==> src/rtl/adder_error_accumulator.sv <==
// rtl/adder_error_accumulator.sv - error statistics for an approximate adder vs an exact reference
//
// Purpose: accepts {approx, exact} sum/carry pairs over a programmed run and accumulates
// the count of mismatching samples, the saturating sum of error distances (ED), the
// largest ED and the count of samples whose exact value is zero.
//
// Ports:
//   clk, rst                  rising-edge clock, synchronous active-high reset
//   start, num_samples        run request and run length (latched on accepted start)
//   in_valid, in_ready        sample handshake; a transfer is in_valid && in_ready
//   approx_sum/co, exact_sum/co  sample under test and its reference
//   busy, done                run in progress / results valid and stable
//   err_count, ed_sum, max_ed, zero_exact_count, sample_count  run results
module adder_error_accumulator #(
    parameter int N             = 16,
    parameter int INCLUDE_CARRY = 0,
    parameter int SAMPLE_W      = 24,
    parameter int ACC_W         = 40
) (
    input  logic                clk,
    input  logic                rst,
    input  logic                start,
    input  logic [SAMPLE_W-1:0] num_samples,
    input  logic                in_valid,
    output logic                in_ready,
    input  logic [N-1:0]        approx_sum,
    input  logic                approx_co,
    input  logic [N-1:0]        exact_sum,
    input  logic                exact_co,
    output logic                busy,
    output logic                done,
    output logic [SAMPLE_W-1:0] err_count,
    output logic [ACC_W-1:0]    ed_sum,
    output logic [N:0]          max_ed,
    output logic [SAMPLE_W-1:0] zero_exact_count,
    output logic [SAMPLE_W-1:0] sample_count
);

    typedef enum logic [1:0] {ST_IDLE, ST_RUN, ST_DRAIN, ST_DONE} state_t;

    state_t              state_q, state_d;
    logic [SAMPLE_W-1:0] num_q, num_d;
    logic [SAMPLE_W-1:0] sample_count_q, sample_count_d;
    logic [SAMPLE_W-1:0] err_count_q, err_count_d;
    logic [SAMPLE_W-1:0] zero_count_q, zero_count_d;
    logic [ACC_W-1:0]    ed_sum_q, ed_sum_d;
    logic [N:0]          max_ed_q, max_ed_d;

    // S1: per-sample ED and flags; S2: same data one cycle later, feeding the accumulators
    logic                s1_valid_q, s1_valid_d;
    logic [N:0]          s1_ed_q, s1_ed_d;
    logic                s1_neq_q, s1_neq_d;
    logic                s1_zero_q, s1_zero_d;
    logic                s2_valid_q, s2_valid_d;
    logic [N:0]          s2_ed_q, s2_ed_d;
    logic                s2_neq_q, s2_neq_d;
    logic                s2_zero_q, s2_zero_d;

    logic [N:0]          a_val, e_val;
    logic [ACC_W:0]      ed_sum_ext;
    logic                xfer;

    assign in_ready = (state_q == ST_RUN) && (sample_count_q < num_q);
    assign xfer     = in_valid && in_ready;

    always_comb begin
        a_val = (INCLUDE_CARRY != 0) ? {approx_co, approx_sum} : {1'b0, approx_sum};
        e_val = (INCLUDE_CARRY != 0) ? {exact_co, exact_sum}   : {1'b0, exact_sum};
    end

    // One extra bit catches the carry out of the accumulator so it can clamp instead of wrap
    assign ed_sum_ext = {1'b0, ed_sum_q} + (ACC_W+1)'(s2_ed_q);

    always_comb begin
        state_d        = state_q;
        num_d          = num_q;
        sample_count_d = sample_count_q;
        err_count_d    = err_count_q;
        zero_count_d   = zero_count_q;
        ed_sum_d       = ed_sum_q;
        max_ed_d       = max_ed_q;

        s1_valid_d = xfer;
        s1_ed_d    = (a_val >= e_val) ? (a_val - e_val) : (e_val - a_val);
        s1_neq_d   = (a_val != e_val);
        s1_zero_d  = (e_val == '0);
        s2_valid_d = s1_valid_q;
        s2_ed_d    = s1_ed_q;
        s2_neq_d   = s1_neq_q;
        s2_zero_d  = s1_zero_q;

        if (xfer) begin
            sample_count_d = sample_count_q + SAMPLE_W'(1);
        end

        if (s2_valid_q) begin
            if (s2_neq_q)  err_count_d  = err_count_q + SAMPLE_W'(1);
            if (s2_zero_q) zero_count_d = zero_count_q + SAMPLE_W'(1);
            ed_sum_d = ed_sum_ext[ACC_W] ? '1 : ed_sum_ext[ACC_W-1:0];
            if (s2_ed_q > max_ed_q) max_ed_d = s2_ed_q;
        end

        case (state_q)
            ST_IDLE, ST_DONE: begin
                // Pipeline is empty here, so clearing cannot collide with an accumulate
                if (start) begin
                    num_d          = num_samples;
                    sample_count_d = '0;
                    err_count_d    = '0;
                    zero_count_d   = '0;
                    ed_sum_d       = '0;
                    max_ed_d       = '0;
                    state_d        = (num_samples == '0) ? ST_DONE : ST_RUN;
                end
            end
            ST_RUN: begin
                if (xfer && (sample_count_q + SAMPLE_W'(1) == num_q)) begin
                    state_d = ST_DRAIN;
                end
            end
            ST_DRAIN: begin
                if (!s1_valid_q && !s2_valid_q) begin
                    state_d = ST_DONE;
                end
            end
            default: state_d = ST_IDLE;
        endcase
    end

    always_ff @(posedge clk) begin
        if (rst) begin
            state_q        <= ST_IDLE;
            num_q          <= '0;
            sample_count_q <= '0;
            err_count_q    <= '0;
            zero_count_q   <= '0;
            ed_sum_q       <= '0;
            max_ed_q       <= '0;
            s1_valid_q     <= 1'b0;
            s1_ed_q        <= '0;
            s1_neq_q       <= 1'b0;
            s1_zero_q      <= 1'b0;
            s2_valid_q     <= 1'b0;
            s2_ed_q        <= '0;
            s2_neq_q       <= 1'b0;
            s2_zero_q      <= 1'b0;
        end else begin
            state_q        <= state_d;
            num_q          <= num_d;
            sample_count_q <= sample_count_d;
            err_count_q    <= err_count_d;
            zero_count_q   <= zero_count_d;
            ed_sum_q       <= ed_sum_d;
            max_ed_q       <= max_ed_d;
            s1_valid_q     <= s1_valid_d;
            s1_ed_q        <= s1_ed_d;
            s1_neq_q       <= s1_neq_d;
            s1_zero_q      <= s1_zero_d;
            s2_valid_q     <= s2_valid_d;
            s2_ed_q        <= s2_ed_d;
            s2_neq_q       <= s2_neq_d;
            s2_zero_q      <= s2_zero_d;
        end
    end

    assign busy             = (state_q == ST_RUN) || (state_q == ST_DRAIN);
    assign done             = (state_q == ST_DONE);
    assign err_count        = err_count_q;
    assign ed_sum           = ed_sum_q;
    assign max_ed           = max_ed_q;
    assign zero_exact_count = zero_count_q;
    assign sample_count     = sample_count_q;

endmodule

==> config.mk <==
export PLATFORM = sky130hd
export DESIGN_NAME = adder_error_accumulator
export DESIGN_NICKNAME = d
export VERILOG_FILES = /design/src/rtl/adder_error_accumulator.sv
export SDC_FILE = /design/constraint.sdc
export NUM_CORES = 1
export LEC_CHECK = 0
export ABC_AREA = 1
export BUFFER_PORTS_ARGS = -buffer_cell sky130_fd_sc_hd__buf_2
export CORE_ASPECT_RATIO = 1.5
export CORE_MARGIN = 8
export CORE_UTILIZATION = 47
export DETAILED_ROUTE_END_ITERATION = 6
export PLACE_DENSITY = 0.68
export SYNTH_ARGS = -nofsm -noshare
export SYNTH_HDL_FRONTEND = slang
export SYNTH_SLANG_ARGS = --single-unit
==> constraint.sdc <==
create_clock -name clk -period 5.91 [get_ports clk]
set_input_delay 0.8865 -clock clk [delete_from_list [all_inputs] [get_ports clk]]
set_output_delay 0.8865 -clock clk [all_outputs]
set_load 0.03 [all_outputs]
==> results.json, run 1 <==
{
  "hold_violations": 0,
  "ant_nets": 0,
  "ys.flop_type": "dfxtp_1",
  "r2r_end": "zero_exact_count[15]$_SDFF_PP0_",
  "slew_violations": 0,
  "clock-root-buffer": "clkbuf_16",
  "fin_util_pct": 54.5,
  "rr_worst_depth": 9,
  "synth_common_cells": "403 x nand2_1, 286 x inv_1, 195 x dfxtp_1, 180 x nor2_1, 165 x a21oi_1",
  "grt_overflow_total": 0,
  "start_kind": "flip-flop",
  "cts_buffer_depth": 2,
  "max_cap_violations": 0,
  "critPathRequiredTime_ns": 6.30,
  "synth_top_area_share_pct": 32.0,
  "synth.area.top_cells": "dfxtp_1 32%, nand2_1 12%, ha_1 9.9%",
  "rrSetupSlack_ns": 2.23,
  "start_util_pct": 47.5,
  "clock_latency_ns": 0.45,
  "ys_async_sr_fraction_pct": 0,
  "synth-edff-count": 0,
  "antenna_found_initial": 0,
  "post_cts_buffers": 0,
  "fmax_mhz": 272,
  "fillers": 2611,
  "cp_max_fo": 54,
  "grt_pass1_vias": 11821,
  "worst_pin_slew_ns": 1.15,
  "syn_inst": 1827,
  "slowest_delay_ns": 0.89,
  "holdBufCountCts": 0,
  "status": "finished clean",
  "worst_path_most_repeated_cell": "inv_1",
  "die_w_um": 148,
  "crit_start": "state_q[0]$_SDFFE_PP0P_",
  "seq_area_frac_synth_pct": 32.0,
  "fin_nets": 2152,
  "ys_warn_count": 0,
  "syn-cell-area_mm2": 0.0122,
  "num_rows": 72,
  "clkTransAtPathRegs_ns": 0.07,
  "rsz0062_at_grt": "false",
  "synth.avg_cell_area_um2": 6.68,
  "drt-pass1-iter-count": 5,
  "hold_class": "flip-flop to flip-flop",
  "cp_cell_sequence": "inv_1, ha_1, nand2_1, buf_4, inv_1, nor2_4, inv_1, a21oi_1, o21a_1",
  "viasPerCell": 5.18,
  "finClkSkew_ns": 0.0130,
  "path_buf_inv": 4,
  "tns_ns": 0,
  "yosys.area.top_type": "dfxtp_1",
  "io_buffers": 191,
  "tritoncts": "built",
  "min_period_over_period_pct": 62.2,
  "synth_nets": 1989,
  "synth.most_common_cell": "nand2_1",
  "worstSetupEndpoint": "zero_exact_count[15]$_SDFF_PP0_",
  "wire_per_inst_um": 14.5,
  "end_kind": "flip-flop",
  "path_depth": 9,
  "ys_ff_latch": 195,
  "max-slew-margin-rel_pct": 22.8,
  "drc": 0,
  "min_period_ns": 3.68,
  "first_iter_violations": 481,
  "finalSetupViolations": 0,
  "dieArea_mm2": 0.0315,
  "grt_usage_pct": 21.6,
  "leakage_nw": 6.78,
  "postRouteWirelength_um": 33900,
  "cts_sinks": 195,
  "drive_above_1_share_pct": 12.4,
  "total_power_mw": 4.08,
  "core_mm2": 0.0257,
  "grt_pass1_wl_um": 55800,
  "antenna_cells": 0,
  "gp_congestion": 0.928,
  "grt_max_degree": 55,
  "die_y_um": 213,
  "critical_path.top_delay_family": "buffers and inverters",
  "synth_cell_types": 49,
  "critical_path.slowest_cell": "nor2_4",
  "syn2layout_area_growth_pct": 14.7,
  "cts.repair.resized": 0,
  "rr_startpoint": "state_q[0]$_SDFFE_PP0P_",
  "cts_buffers": 17,
  "dp_hpwl_um": 26700,
  "ios": 194,
  "ir_worst_vdd_mv": 0.351,
  "vias": 12092,
  "path_class": "flip-flop to flip-flop",
  "power.density_mw_per_mm2": 291,
  "cts.htree.levels": 4,
  "worstPathArrival_ns": 4.07
}
-- worst min path at each step --
stage                                         to                    from  slack (ns)  depth (start not counted)
after floorplan            s2_ed_q[0]$_SDFF_PP0_   s1_ed_q[0]$_SDFF_PP0_        0.39                          2
after global placement     s2_ed_q[1]$_SDFF_PP0_   s1_ed_q[1]$_SDFF_PP0_        0.39                          2
after detailed placement  s2_ed_q[11]$_SDFF_PP0_  s1_ed_q[11]$_SDFF_PP0_        0.39                          2
after CTS                 s2_ed_q[11]$_SDFF_PP0_  s1_ed_q[11]$_SDFF_PP0_        0.40                          2
after global routing       s2_ed_q[8]$_SDFF_PP0_   s1_ed_q[8]$_SDFF_PP0_        0.42                          2
final                     s2_ed_q[11]$_SDFF_PP0_  s1_ed_q[11]$_SDFF_PP0_        0.40                          2
-- through the flow --
stage	area (µm²)	hold slack (ns)	instances	setup slack (ns)
global route	14000	0.423	2336	1.82
global placement	13400	0.393	2304	2.02
CTS	14000	0.397	2336	2.17
floorplan	12200	0.388	1827	3.28
finish	14000	0.400	2336	2.23
detailed placement	13400	0.392	2304	1.99
-- flip-flops by register name, summed over array words and instances, names as in the netlist, 2 cells and up --
name,count
num_q,24
max_ed,17
s1_ed_q,17
sample_count,24
s2_ed_q,17
state_q,2
zero_exact_count,24
err_count,24
ed_sum,40
-- placed cells by master (no fill, tap or decap), drive strengths merged, types with 4 or more instances in the layout --
cell type / synthesis / final
clkinvlp: 0 / 5
nand4: 22 / 22
o221ai: 7 / 7
a21o: 4 / 4
clkbuf: 34 / 21
nand3: 101 / 101
dfxtp: 195 / 195
buf: 17 / 195
a21oi: 165 / 165
xnor2: 15 / 15
ha: 97 / 97
nand2: 410 / 410
o21ai: 139 / 139
o21bai: 6 / 6
nor2: 187 / 187
a31oi: 11 / 11
nor4: 14 / 14
a211oi: 5 / 5
xor2: 40 / 40
o211ai: 4 / 4
nor3: 41 / 41
inv: 287 / 288
-- worst register-to-register path, stage by stage, from the launching register on --
cell     delay, ns
dfxtp_1       0.41
inv_1         0.07
ha_1          0.32
nand2_1       0.06
buf_4         0.39
inv_1         0.17
nor2_4        0.89
inv_1         0.83
a21oi_1       0.33
o21a_1        0.15
-- cell type report --
class | instances | area (µm²) | share of cell area [%]
Multi-Input combinational cell | 1293 | 7000 | 50.0
Sequential cell | 195 | 3900 | 27.9
Inverter | 288 | 1080 | 7.72
Timing Repair Buffer | 195 | 986 | 7.05
Clock buffer | 21 | 450 | 3.22
Tap cell | 333 | 417 | 2.98
Clock inverter | 11 | 154 | 1.10
-- logic make-up after synthesis --
kind of cell / synth area share, %
simple gates: 27.2
xor+xnor: 3.95
flops: 32.0
buf+inv: 10.7
fa+ha+maj: 10.4
compound gates: 15.8
-- routing by layer --
metal / global-route usage, % / share of wire, %
met1: 23.8 / 41
met2: 39.8 / 51
met3: 3.92 / 4.9
met4: 9.70 / 3.2
met5: 0 / 0
-- power by group --
group / total, mW / leakage, nW / internal, mW / switching (mW)
combinational: 1.30 / 4.92 / 0.424 / 0.872
clock: 1.20 / 0.276 / 0.679 / 0.524
sequential: 1.58 / 1.59 / 1.45 / 0.128
total: 4.08 / 6.78 / 2.55 / 1.52
Note: power is estimated with default switching activity, not from simulation.
==> run 2, diff against run 1 <==
ABC_AREA = 0   (was 1)
clock period = 3.4 ns   (was 5.91 ns; I/O delays follow)
==> results.json, run 2 <==
{
  "hp-start": "num_samples[6]",
  "fmax_mhz": 326,
  "tritoncts": "built",
  "drive_above_1_share_pct": 19.3,
  "cp_max_fo": 11,
  "fin_ws_ns": 0.328,
  "syn_inst": 1416,
  "leakage_nw": 6.28,
  "synth_common_cells": "195 x dfxtp_1, 156 x nor2_1, 118 x nand2_1, 104 x a21oi_1, 97 x ha_1",
  "min_period_over_period_pct": 90.3,
  "synth.most_common_cell": "dfxtp_1",
  "dp_hpwl_um": 24400,
  "layout_commonest_cell": "dfxtp_1",
  "hold_class": "primary input to flip-flop",
  "dieArea_mm2": 0.0303,
  "synth-edff-count": 0,
  "cp_cell_sequence": "ha_1, o21ai_0, a21oi_1, o31a_1, o21ai_0, and3_1, buf_2",
  "syn2layout_area_growth_pct": 17.6,
  "start_util_pct": 47.8,
  "final_cell_mix": "195 x dfxtp_1, 191 x buf_2, 156 x nor2_1",
  "die_y_um": 209,
  "antenna_found_initial": 0,
  "critPathRequiredTime_ns": 2.89,
  "ys.flop_type": "dfxtp_1",
  "power.density_mw_per_mm2": 447,
  "post_cts_buffers": 0,
  "clock-root-buffer": "clkbuf_16",
  "drt-pass1-iter-count": 5,
  "grt_overflow_total": 0,
  "end_kind": "output port",
  "ant_nets": 0,
  "max_cap_violations": 0,
  "hold_violations": 0,
  "postPlaceCellArea_mm2": 0.0131,
  "start_kind": "flip-flop",
  "ys_warn_count": 0,
  "ios": 194,
  "synth.area.top_cells": "dfxtp_1 33%, ha_1 10%, xor2_1 5.5%",
  "cts.repair.resized": 0,
  "synth_cell_types": 71,
  "whs_path_depth": 3,
  "critical_path.top_delay_family": "compound AO/OA/AOI/OAI gates",
  "rrSetupSlack_ns": 0.33,
  "ys_async_sr_fraction_pct": 0,
  "antenna_cells": 0,
  "cts_sinks": 195,
  "slew_violations": 0,
  "clkTransAtPathRegs_ns": 0.07,
  "r2r_end": "ed_sum[9]$_SDFF_PP0_",
  "fin_nets": 1767,
  "largest_register_ffs": 40,
  "io_buffers": 191,
  "fin_util_pct": 56.3,
  "vias": 10699,
  "critical_path.slowest_cell": "dfxtp_1",
  "first_iter_violations": 614,
  "drc": 0,
  "min_period_ns": 3.07,
  "finalSetupViolations": 0,
  "cts_buffers": 17,
  "core_mm2": 0.0244,
  "rr_worst_depth": 11,
  "ys_ff_latch": 195,
  "cts.htree.levels": 4,
  "status": "finished clean",
  "grt_pass1_wl_um": 51300,
  "worstPathArrival_ns": 2.56,
  "syn-cell-area_mm2": 0.0117,
  "path_buf_inv": 1,
  "viasPerCell": 5.51,
  "finalInstanceArea_mm2": 0.0137,
  "clock_latency_ns": 0.43,
  "max-slew-margin-rel_pct": 53.8,
  "worst_path_most_repeated_cell": "o21ai_0",
  "yosys.area.top_type": "dfxtp_1",
  "postRouteWirelength_um": 31500,
  "cts_buffer_depth": 2,
  "wire_per_inst_um": 16.2,
  "grt_pass1_vias": 10564,
  "min_to": "num_q[6]$_SDFFE_PP0P_",
  "path_class": "flip-flop to output port",
  "holdBufCountCts": 0,
  "dpl_worst_slack_ns": 0.00661,
  "rr_startpoint": "ed_sum[0]$_SDFF_PP0_",
  "finClkSkew_ns": 0.0129,
  "grt_max_degree": 66,
  "num_rows": 70,
  "fillers": 2289,
  "rsz0062_at_grt": "false",
  "worst_pin_slew_ns": 0.693,
  "die_w_um": 145,
  "gp_congestion": 0.898,
  "total_power_mw": 6.14,
  "slowest_delay_ns": 0.59,
  "synth_nets": 1578,
  "synth_top_area_share_pct": 33.4,
  "synth.avg_cell_area_um2": 8.26,
  "seq_area_frac_synth_pct": 33.4,
  "grt_usage_pct": 20.8,
  "ir_worst_vdd_mv": 0.383,
  "tns_ns": 0
}
## run 2: layout make-up
type | count | area [µm²] | share of cell area [%]
repair buffers | 235 | 1300 | 9.45
clock buffers | 19 | 443 | 3.22
well taps | 324 | 405 | 2.95
inverters | 91 | 342 | 2.48
multi-input cells | 1065 | 7200 | 52.4
flip-flops and latches | 195 | 3900 | 28.4
clock inverters | 13 | 158 | 1.15
## run 2: cell families after synthesis
group                    synth area share (%)
AND/OR/NAND/NOR                          23.4
AO/OA/AOI/OAI                            14.6
flip-flops                               33.4
buffers and inverters                    5.15
XOR/XNOR                                 8.54
adder cells (fa/ha/maj)                  10.9
multiplexers                             4.03
## run 2: worst max path at each step
stage | from | to | slack [ns] | cells past startpoint
2_1_floorplan | approx_sum[4] | s1_ed_q[10]$_SDFF_PP0_ | 0.25 | 11
3_3_place_gp | approx_sum[1] | s1_ed_q[6]$_SDFF_PP0_ | 0.07 | 12
3_5_place_dp | approx_sum[1] | s1_ed_q[6]$_SDFF_PP0_ | 0.007 | 12
4_1_cts | sample_count[2]$_SDFF_PP0_ | in_ready | 0.31 | 7
5_1_grt | ed_sum[0]$_SDFF_PP0_ | ed_sum[9]$_SDFF_PP0_ | 0.03 | 11
6_report | sample_count[2]$_SDFF_PP0_ | in_ready | 0.33 | 7
## run 2: stage by stage
stage | std cells | hold WS, ns
2_1_floorplan | 1416 | 0.414
3_5_place_dp | 1910 | 0.422
6_report | 1942 | 0.323
4_1_cts | 1942 | 0.301
5_1_grt | 1942 | 0.309
3_3_place_gp | 1910 | 0.423
## run 2: metal layers
layer | up-vias | global-route usage, % | part of all wire (%)
met5 | - | 0 | 0
met4 | 0 | 7.89 | 2.2
met3 | 51 | 3.24 | 4.7
met2 | 265 | 37.6 | 52
met1 | 5064 | 23.6 | 41
li1 | 5319 | - | -
## run 2: tightest hold or removal path: cells and delay by family
family | cells | cell delay (ns)
AO/OA/AOI/OAI | 1 | 0.05
buffers and inverters | 1 | 0.11
AND/OR/NAND/NOR | 1 | 0.05
## run 2: where the power goes
group / internal, mW / leakage, nW / switching, mW / total (mW)
registers: 2.42 / 1.58 / 0.132 / 2.55
clock network: 1.18 / 0.297 / 0.900 / 2.08
logic: 0.596 / 4.40 / 0.916 / 1.51
